<file path="config.mk">
export PLATFORM = sky130hd
export DESIGN_NAME = seq_feeder
export DESIGN_NICKNAME = d
export VERILOG_FILES = /design/src/rtl/seq_pkg.sv /design/src/rtl/seq_feeder_fifo.sv /design/src/rtl/seq_feeder.sv
export SDC_FILE = /design/constraint.sdc
export NUM_CORES = 1
export LEC_CHECK = 0
export ABC_AREA = 0
export ABC_CLOCK_PERIOD_IN_PS = 2900
export CAP_MARGIN = 20
export CORE_AREA = 4 4 58 113
export DETAILED_ROUTE_END_ITERATION = 6
export DIE_AREA = 0 0 62 117
export PLACE_DENSITY = 0.66
export SLEW_MARGIN = 20
export SYNTH_ARGS = -nofsm -noshare
export SYNTH_HDL_FRONTEND = slang
export SYNTH_SLANG_ARGS = --single-unit
</file>
<file path="constraint.sdc">
create_clock -name clk -period 2.9 [get_ports clk]
set_input_delay 0.58 -clock clk [delete_from_list [all_inputs] [get_ports clk]]
set_output_delay 0.58 -clock clk [all_outputs]
set_load 0.005 [all_outputs]
</file>
<file path="src/rtl/seq_pkg.sv">
// ---------------------------------------------------------------------------
// seq_pkg
// Shared definitions for the sequence feeder and the blocks around it:
// the default word width, the bit-index width helper, and the bit
// positions of the sticky error flags (reused by the status register).
// ---------------------------------------------------------------------------
package seq_pkg;

    localparam int DATA_W_DEF = 8;

    // Bit positions of the error flags inside an error vector
    localparam int ERR_OVF = 0;
    localparam int ERR_ACK = 1;

    // Width of an index that selects one bit of a DATA_W-wide word.
    // A single-bit word still gets a one-bit index so ports never collapse.
    function automatic int idx_w(input int w);
        return (w > 1) ? $clog2(w) : 1;
    endfunction

endpackage

</file>
<file path="src/rtl/seq_feeder_fifo.sv">
// ---------------------------------------------------------------------------
// seq_feeder_fifo
// Single-clock synchronous FIFO feeding the serialiser.
// Ports:
//   clk, rst_n   clock (rising edge) and asynchronous active-low reset
//   push         write request; push_data is the word to store
//   pop          retire request for the head word
//   full, empty  occupancy flags decoded from the registered count
//   count        occupancy, 0..DEPTH
//   head         word at the read pointer
// A push while full is accepted only if a pop retires a word on the same
// edge, so the freed slot is reused immediately and count stays put.
// ---------------------------------------------------------------------------
module seq_feeder_fifo #(
    parameter int DATA_W = 8,
    parameter int DEPTH  = 4,
    parameter int CNT_W  = $clog2(DEPTH) + 1
) (
    input  logic              clk,
    input  logic              rst_n,
    input  logic              push,
    input  logic [DATA_W-1:0] push_data,
    input  logic              pop,
    output logic              full,
    output logic              empty,
    output logic [CNT_W-1:0]  count,
    output logic [DATA_W-1:0] head
);

    localparam int PTR_W = $clog2(DEPTH);

    logic [DATA_W-1:0] mem [DEPTH];
    logic [PTR_W-1:0]  wr_ptr;
    logic [PTR_W-1:0]  rd_ptr;
    logic              do_push;
    logic              do_pop;

    assign do_pop  = pop && !empty;
    assign do_push = push && (!full || do_pop);

    // Storage carries no reset; stale contents are never observed because
    // the consumer only looks at head while the FIFO is non-empty.
    always_ff @(posedge clk) begin
        if (do_push) begin
            mem[wr_ptr] <= push_data;
        end
    end

    // Pointers wrap naturally because DEPTH is a power of two.
    always_ff @(posedge clk or negedge rst_n) begin
        if (!rst_n) begin
            wr_ptr <= '0;
            rd_ptr <= '0;
            count  <= '0;
        end else begin
            if (do_push) begin
                wr_ptr <= wr_ptr + PTR_W'(1);
            end
            if (do_pop) begin
                rd_ptr <= rd_ptr + PTR_W'(1);
            end
            case ({do_push, do_pop})
                2'b10:   count <= count + CNT_W'(1);
                2'b01:   count <= count - CNT_W'(1);
                default: count <= count;
            endcase
        end
    end

    assign empty = (count == '0);
    assign full  = (count == CNT_W'(DEPTH));
    assign head  = mem[rd_ptr];

endmodule

</file>
<file path="src/rtl/seq_feeder.sv">
// ---------------------------------------------------------------------------
// seq_feeder
// Buffers host words and presents the head word as an MSB-first bit stream
// to the sequence control block.
// Ports:
//   clk, rst_n      clock (rising edge) and asynchronous active-low reset
//   wr_en, wr_data  host write strobe and word
//   full, empty     FIFO occupancy flags
//   count           FIFO occupancy, 0..DEPTH
//   data_ack        one-cycle pulse retiring the head word
//   seq_rdy         head word valid and being serialised
//   ser_bit         current serial bit; bit_idx is its position (0 = MSB)
//   ovf_err         sticky: write attempted while full and nothing popped
//   ack_err         sticky: data_ack seen while empty
// Every output is derived from registers only.
// ---------------------------------------------------------------------------
module seq_feeder
    import seq_pkg::*;
#(
    parameter int DATA_W = DATA_W_DEF,
    parameter int DEPTH  = 4,
    parameter int CNT_W  = $clog2(DEPTH) + 1
) (
    input  logic                        clk,
    input  logic                        rst_n,
    input  logic                        wr_en,
    input  logic [DATA_W-1:0]           wr_data,
    output logic                        full,
    output logic                        empty,
    output logic [CNT_W-1:0]            count,
    input  logic                        data_ack,
    output logic                        seq_rdy,
    output logic                        ser_bit,
    output logic [idx_w(DATA_W)-1:0]    bit_idx,
    output logic                        ovf_err,
    output logic                        ack_err
);

    localparam int IDX_W = idx_w(DATA_W);

    logic [DATA_W-1:0] head;
    logic [DATA_W-1:0] shifted;
    logic              pop_ok;
    logic [1:0]        err_q;

    seq_feeder_fifo #(
        .DATA_W (DATA_W),
        .DEPTH  (DEPTH),
        .CNT_W  (CNT_W)
    ) u_fifo (
        .clk       (clk),
        .rst_n     (rst_n),
        .push      (wr_en),
        .push_data (wr_data),
        .pop       (data_ack),
        .full      (full),
        .empty     (empty),
        .count     (count),
        .head      (head)
    );

    assign pop_ok  = data_ack && !empty;
    assign seq_rdy = !empty;

    // Frame position: restarts at the MSB after every pop and while idle,
    // otherwise walks the word and wraps so an unacked word repeats.
    always_ff @(posedge clk or negedge rst_n) begin
        if (!rst_n) begin
            bit_idx <= '0;
        end else if (pop_ok || empty) begin
            bit_idx <= '0;
        end else if (bit_idx == IDX_W'(DATA_W - 1)) begin
            bit_idx <= '0;
        end else begin
            bit_idx <= bit_idx + IDX_W'(1);
        end
    end

    // Shifting left by bit_idx brings bit DATA_W-1-bit_idx to the top.
    assign shifted = head << bit_idx;
    assign ser_bit = seq_rdy & shifted[DATA_W-1];

    // A write while full is only an overflow when no pop frees a slot on
    // the same edge (full implies non-empty, so any ack is a real pop).
    always_ff @(posedge clk or negedge rst_n) begin
        if (!rst_n) begin
            err_q <= '0;
        end else begin
            if (wr_en && full && !data_ack) begin
                err_q[ERR_OVF] <= 1'b1;
            end
            if (data_ack && empty) begin
                err_q[ERR_ACK] <= 1'b1;
            end
        end
    end

    assign ovf_err = err_q[ERR_OVF];
    assign ack_err = err_q[ERR_ACK];

endmodule

</file>
Yosys cells after proc, flatten, opt, wreduce, memory -nomap -nowiden --
Memory sizes are Yosys's and may differ from the RTL's. Cells that the tools add are included.
Storage, ports and cells: input port bits 12, memory bits (writable) 32, bits in registers 12, output and inout bits 12, logic and storage cells 35, memories kept 1
Memory list:
- u_fifo.mem | words 4, width 8, rd ports 1, clocked after Yosys merged registers in 0, wr ports 1, RTL line seq_feeder_fifo.sv:32 | logic [DATA_W-1:0] mem [DEPTH];
Operators by class: mux-type cells 5, $add $sub $neg 5, shift operators 1, bitwise logic cells 1, equality and inequality tests 4, reduce and logical (&&, ||, !) cells 12
Operators with widths (number):
- 8-bit by 3-bit << shifter with 8-bit output | 1
- 3-bit by 1-bit adder with 3-bit output (second input constant) | 2
- 3-bit equality test (second input constant) | 2
- 3-bit two-way mux | 2
- 3-bit one-hot mux with 2 select lines | 1
- 1-bit logical AND | 5
- 2-bit by 1-bit adder with 2-bit output (second input constant) | 2
- 1-bit zero test | 3
- 3-bit zero test | 1
- 3-bit by 1-bit subtractor with 3-bit output (second input constant) | 1
- 2-bit by 1-bit equality test with 1-bit output (second input constant) | 1
- 2-bit equality test (second input constant) | 1
- 1-bit logical OR | 2
- 1-bit two-way mux | 2
- 2-bit nonzero test | 1
- 1-bit bitwise AND | 1

Depth between registers and ports, before layout --
Gate-level depths: netlist (run 1).
depth after elaboration 7, gate-level depth with buffers 8, depth with buffers taken out 8

Hierarchy --
Synthesis (run 1) repeated with hierarchy kept, for this count alone.
Unflattened totals: cell total of the unflattened synthesis 117, area total of the unflattened synthesis 1943.1 um2
Modules (own cells, without submodules):
- seq_feeder_fifo | area an instance 1677.9 um2, cells an instance 96, sequential area each 1136.1 um2, instances 1
- seq_feeder | area an instance 265.3 um2, cells an instance 21, sequential area each 125.1 um2, instances 1

Worst setup path before layout (run 1) --
OpenSTA, ideal clock, no wires.
path kind in2reg, start point input port data_ack, end point register u_fifo.count[2], arrival 2.173 ns, path buffers 1, library setup time 0.130 ns, slack 0.597 ns, cell stages on the path 8, required time 2.770 ns, cells stage by stage clkbuf_1 -> nand2_1 -> or2_2 -> fa_1 -> nand2b_1 -> o221ai_1 -> o31a_1 -> o21ai_0
Between the ends: word-level cells in the longest chain between the ends 5, elaborated cells on any way between the ends 7, those cells by class eq/ne: 2; mux: 1; reduce/logical: 4
Ends and longest elaborated chain:
- from (decl) | RTL line seq_feeder.sv:31 | input logic data_ack,
- 1-bit logical AND (*) | RTL line seq_feeder_fifo.sv:38 | assign do_pop = pop && !empty;
- 1-bit logical OR | RTL line seq_feeder_fifo.sv:39 | assign do_push = push && (!full || do_pop);
- 1-bit logical AND | RTL line seq_feeder_fifo.sv:39
- 2-bit by 1-bit equality test with 1-bit output or 2-bit equality test (tied branches) | RTL line seq_feeder_fifo.sv:62 | case ({do_push, do_pop})
- 3-bit one-hot mux with 2 select lines or 2-bit nonzero test (tied branches)
- to (signal assigned) | RTL line seq_feeder_fifo.sv:63 | 2'b10: count <= count + CNT_W'(1);
- to (signal assigned) | RTL line seq_feeder_fifo.sv:64 | 2'b01: count <= count - CNT_W'(1);
- to (signal assigned) | RTL line seq_feeder_fifo.sv:65 | default: count <= count;
- to (decl) | RTL line seq_feeder_fifo.sv:26 | output logic [CNT_W-1:0] count,
Mark *: on every way between the ends. The rest lies on a longest branch, timed or not. A chain may end at the register's enable or synchronous reset.

Worst setup path after layout (run 1) --
start point register u_fifo.rd_ptr[0], end point output port ser_bit
Between the ends: word-level cells in the longest chain between the ends 3
Ends and longest elaborated chain:
- from (decl) | RTL line seq_feeder_fifo.sv:34 | logic [PTR_W-1:0] rd_ptr;
- from (signal assigned) | RTL line seq_feeder_fifo.sv:60 | rd_ptr <= rd_ptr + PTR_W'(1);
- memory read 4 x 8 bit
- 8-bit by 3-bit << shifter with 8-bit output | RTL line seq_feeder.sv:80 | assign shifted = head << bit_idx;
- 1-bit bitwise AND | RTL line seq_feeder.sv:81 | assign ser_bit = seq_rdy & shifted[DATA_W-1];
- to (decl) | RTL line seq_feeder.sv:33 | output logic ser_bit,
Every way passes these cells.

==> results of run 1 <==
through the flow:
stage / worst slack, ps / std cells / util (%)
3_5_place_dp: 258.6 / 196 / 39.34
2_1_floorplan: 597.3 / 115 / -
3_3_place_gp: 255.9 / 196 / 39.34
6_report: 88.05 / 206 / 42.34
4_1_cts: 45.83 / 204 / 42.08
5_1_grt: 29.27 / 206 / 42.34
sequential cells by signal (all words and copies together), names as in the netlist:
| name | flops |
|---|---|
| err_q | 2 |
| u_fifo.count | 3 |
| u_fifo.rd_ptr | 2 |
| bit_idx | 3 |
| u_fifo.wr_ptr | 2 |
| u_fifo.mem | 32 |
where the power goes:
part	leakage, uW	switching, uW	internal, uW
logic	0.000402	301	456
registers	0.000433	147	851
clock network	0.0000691	221	342
per-layer routing:
layer	wire [um]	up-vias
met1	1244	528
li1	-	502
met4	157	0
met3	128	11
met5	0	-
met2	1887	28
Yosys cell counts:
master | count | area (um^2)
sky130_fd_sc_hd__edfxtp_1 | 32 | 960.9
sky130_fd_sc_hd__dfrtp_1 | 12 | 300.3
sky130_fd_sc_hd__mux4_1 | 7 | 183.9
sky130_fd_sc_hd__ha_1 | 6 | 75.07
sky130_fd_sc_hd__and2_1 | 5 | 31.28
sky130_fd_sc_hd__inv_1 | 5 | 18.77
sky130_fd_sc_hd__mux2i_1 | 5 | 50.05
sky130_fd_sc_hd__buf_6 | 3 | 33.78
sky130_fd_sc_hd__nor2_1 | 3 | 11.26
sky130_fd_sc_hd__o21ai_0 | 3 | 15.01
sky130_fd_sc_hd__xnor2_1 | 3 | 26.28
sky130_fd_sc_hd__a21o_1 | 2 | 15.01
sky130_fd_sc_hd__clkbuf_1 | 2 | 7.510
sky130_fd_sc_hd__nand2_1 | 2 | 7.510
sky130_fd_sc_hd__nor2b_1 | 2 | 12.51
sky130_fd_sc_hd__nor3b_1 | 2 | 15.01
sky130_fd_sc_hd__xor2_1 | 2 | 17.52
sky130_fd_sc_hd__a211oi_1 | 1 | 7.510
sky130_fd_sc_hd__a211oi_2 | 1 | 12.51
sky130_fd_sc_hd__a21oi_1 | 1 | 5.000
sky130_fd_sc_hd__a22o_1 | 1 | 8.760
sky130_fd_sc_hd__a22oi_1 | 1 | 7.510
sky130_fd_sc_hd__and2b_1 | 1 | 7.510
sky130_fd_sc_hd__fa_1 | 1 | 20.02
sky130_fd_sc_hd__mux2_2 | 1 | 11.26
sky130_fd_sc_hd__mux2_4 | 1 | 15.01
sky130_fd_sc_hd__mux4_2 | 1 | 22.52
sky130_fd_sc_hd__nand2b_1 | 1 | 6.260
sky130_fd_sc_hd__nand3_1 | 1 | 5.000
sky130_fd_sc_hd__nor4_1 | 1 | 6.260
sky130_fd_sc_hd__nor4b_1 | 1 | 8.760
sky130_fd_sc_hd__o221ai_1 | 1 | 8.760
sky130_fd_sc_hd__o31a_1 | 1 | 8.760
sky130_fd_sc_hd__o32a_1 | 1 | 10.01
sky130_fd_sc_hd__or2_2 | 1 | 6.260
sky130_fd_sc_hd__or3_1 | 1 | 6.260
worst max-delay path, delay by kind of cell, from the launching register on:
| family | cells | cell delay (ps) |
|---|---|---|
| buffers and inverters | 1 | 530 |
| AO/OA/AOI/OAI | 1 | 210 |
| multiplexers | 3 | 720 |
| flip-flops | 1 | 490 |
worst min-delay path by stage:
stage | end | slack (ps) | cells past startpoint
6_report | err_q[0]$_DFFE_PN0P_ | 460 | 1
4_1_cts | err_q[1]$_DFFE_PN0P_ | 470 | 1
3_3_place_gp | err_q[1]$_DFFE_PN0P_ | 450 | 1
3_5_place_dp | err_q[1]$_DFFE_PN0P_ | 460 | 1
5_1_grt | err_q[0]$_DFFE_PN0P_ | 490 | 1
2_1_floorplan | bit_idx[0]$_DFF_PN0_ | 280 | 0
what timing repair did:
action / in CTS / in global routing
setup buffers: 0 / 2
hold buffers: 0 / 0
endpoints found under the setup margin: 1 / 1
pin swaps: 0 / 0
cloned: 0 / 0
resized for setup: 2 / 0
cell families (layout without fill, tap and decap cells):
group,after synthesis,in the layout,share of synthesized area (%)
compound gates,13,13,5.028
xor+xnor,5,5,2.228
fa+ha+maj,7,7,4.838
buf+inv,10,40,3.056
flops,44,44,64.16
mux,15,15,14.39
simple gates,21,21,6.302
area by class of cell:
| type | instances | area (um^2) |
|---|---|---|
| Clock buffer | 6 | 138.9 |
| Clock inverter | 2 | 15.01 |
| Fill cell | 499 | 3292 |
| Inverter | 5 | 18.77 |
| Multi-Input combinational cell | 61 | 644.4 |
| Sequential cell | 44 | 1264 |
| Tap cell | 61 | 76.32 |
| Timing Repair Buffer | 27 | 260.3 |
==> impl_metrics.yaml, run 1 <==
status:
  status: "finished clean"
placed_design:
  dp.final_hpwl_um: 2637
  gp_routability_congestion: 0.7624
  cell_area_placed_mm2: 0.002246
  io_buffers: 23
global_routing:
  grt_pass1_vias: 1118
  global_route.usage.met2_pct: 17.80
  most_congested_layer_reported_by_global_routing: "met2"
  global_route.usage.total_pct: 10.86
  global_route.usage.met1_pct: 11.58
  antenna_found_initial: 0
  grt_remaining_overflow: 0
  met3_usage_pct: 2.415
  grt_first_pass_wirelength_um: 5520
  grt_start_max_net_pins: 15
timing:
  final_period_util_pct: 96.96
  report.final.hold_viol_count: 0
  hold-worst-slack_ps: 463.1
  timing.clock.skew_ps: 6.320
  maxClockFrequency_mhz: 355.6
  transition_time_at_the_pin_with_the_least_slew_margin_ps: 586.9
  report.final.setup_viol: 0
  final_slew_viol_count: 0
  slew_headroom_pct: 60.75
  grt_setup_unrepaired: "no"
  totalNegativeSetupSlack_ps: 0
  fin_crit_ps: 2812
die:
  placementRows: 39
  floorplan.die.height_um: 117
  core_area_mm2: 0.005709
  design.die.area_mm2: 0.007254
  initial_utilization_pct: 34.43
  chipWidth_um: 62
  io_pins: 24
setup_path:
  timing.critical_path.to_type: "output pin"
  reg2reg_setup_slack_ps: 580
  max_stage_delay_cell_worst_path: "sky130_fd_sc_hd__clkdlybuf4s50_1"
  setup.worst_path.start_class: "flop"
  worst-endpoint-required_ps: 2320
  reg2reg_from: "u_fifo.count[1]$_DFFE_PN0P_"
  critical_path_peak_fanout: 9
  reg2reg_depth: 8
  timing.rr.end: "u_fifo.count[2]$_DFFE_PN0P_"
  critical_path_class: "reg2out"
  crit_path_end: "ser_bit"
  cp_cell_sequence: "mux4_1 > mux2i_1 > mux2_4 > a211oi_2 > clkdlybuf4s50_1"
  startpoint: "u_fifo.rd_ptr[0]$_DFFE_PN0N_"
  cp_slowest_stage_delay_ps: 530
  worst_ep_arrival_time_ps: 2230
cts:
  tritoncts.num_buffers: 5
  cts-root-buf: "sky130_fd_sc_hd__clkbuf_16"
  clock_insertion_delay_worst_skew_ps: 290
  cts_sinks: 44
  clkSlewWorstSetupHoldPaths_ps: 60
  clock_path_buffers: 2
  cts_tree: "built"
  cts_htree_levels: 2
synthesis:
  syn_inst_count: 115
  mappedNetlistArea_mm2: 0.001966
  total_of_warnings_raised_by_yosys: 0
  synth_nets: 134
  postSynthRegisterBits: 44
  synth_cell_type_count: 36
  avgSynthCellArea_um2: 17.09
  synth_sequential_area_ratio_pct: 64.16
power_and_ir_drop:
  power_uw: 2318
  cellPowerDensity_mw_per_mm2: 958.7
  vdd_ir_drop_max_uv: 556.7
  leakagePower_uw: 0.0009036
detailed_routing:
  post_drt_wl_per_cell_um: 16.60
  drt_iter0_drc: 20
  drcViolationCount: 0
  drt_pre_antenna_iters: 4
  antenna_violating_nets_post_route: 0
  detailroute.via_count: 1069
  vias_per_instance: 5.189
  wl_um: 3419
cells_and_area:
  layout-drive-gt1-share_pct: 13.10
  area.growth.synth_to_final_pct: 22.98
  commonest_non_fill_non_tap_cells_in_the_layout: "32 x sky130_fd_sc_hd__edfxtp_1, 23 x sky130_fd_sc_hd__clkdlybuf4s50_1, 10 x sky130_fd_sc_hd__dfrtp_1"
  layout.cells.most_common: "sky130_fd_sc_hd__edfxtp_1"
  layout.cell_area.non_filler_mm2: 0.002417
  antenna-diode-count: 0
  layout.nets: 163
hold_path:
  holdCritPathClass: "reg2reg"
  hp-start: "err_q[0]$_DFFE_PN0P_"
run:
  timing.max_cap.violations: 0
No activity file was read; power rests on OpenSTA's default activity.
==> run 2, diff against run 1 <==
- CTS_BUF_LIST: default -> sky130_fd_sc_hd__clkbuf_4 sky130_fd_sc_hd__clkbuf_8 sky130_fd_sc_hd__clkbuf_16
==> results of run 2 <==
The final DEF is identical to that of run 1; final timing and power are the same.
==> run 3, diff against run 2 <==
- CTS_CLUSTER_DIAMETER: default -> 200
- CTS_CLUSTER_SIZE: default -> 28
==> results of run 3 <==
The final DEF is identical to that of run 1; final timing and power are the same.
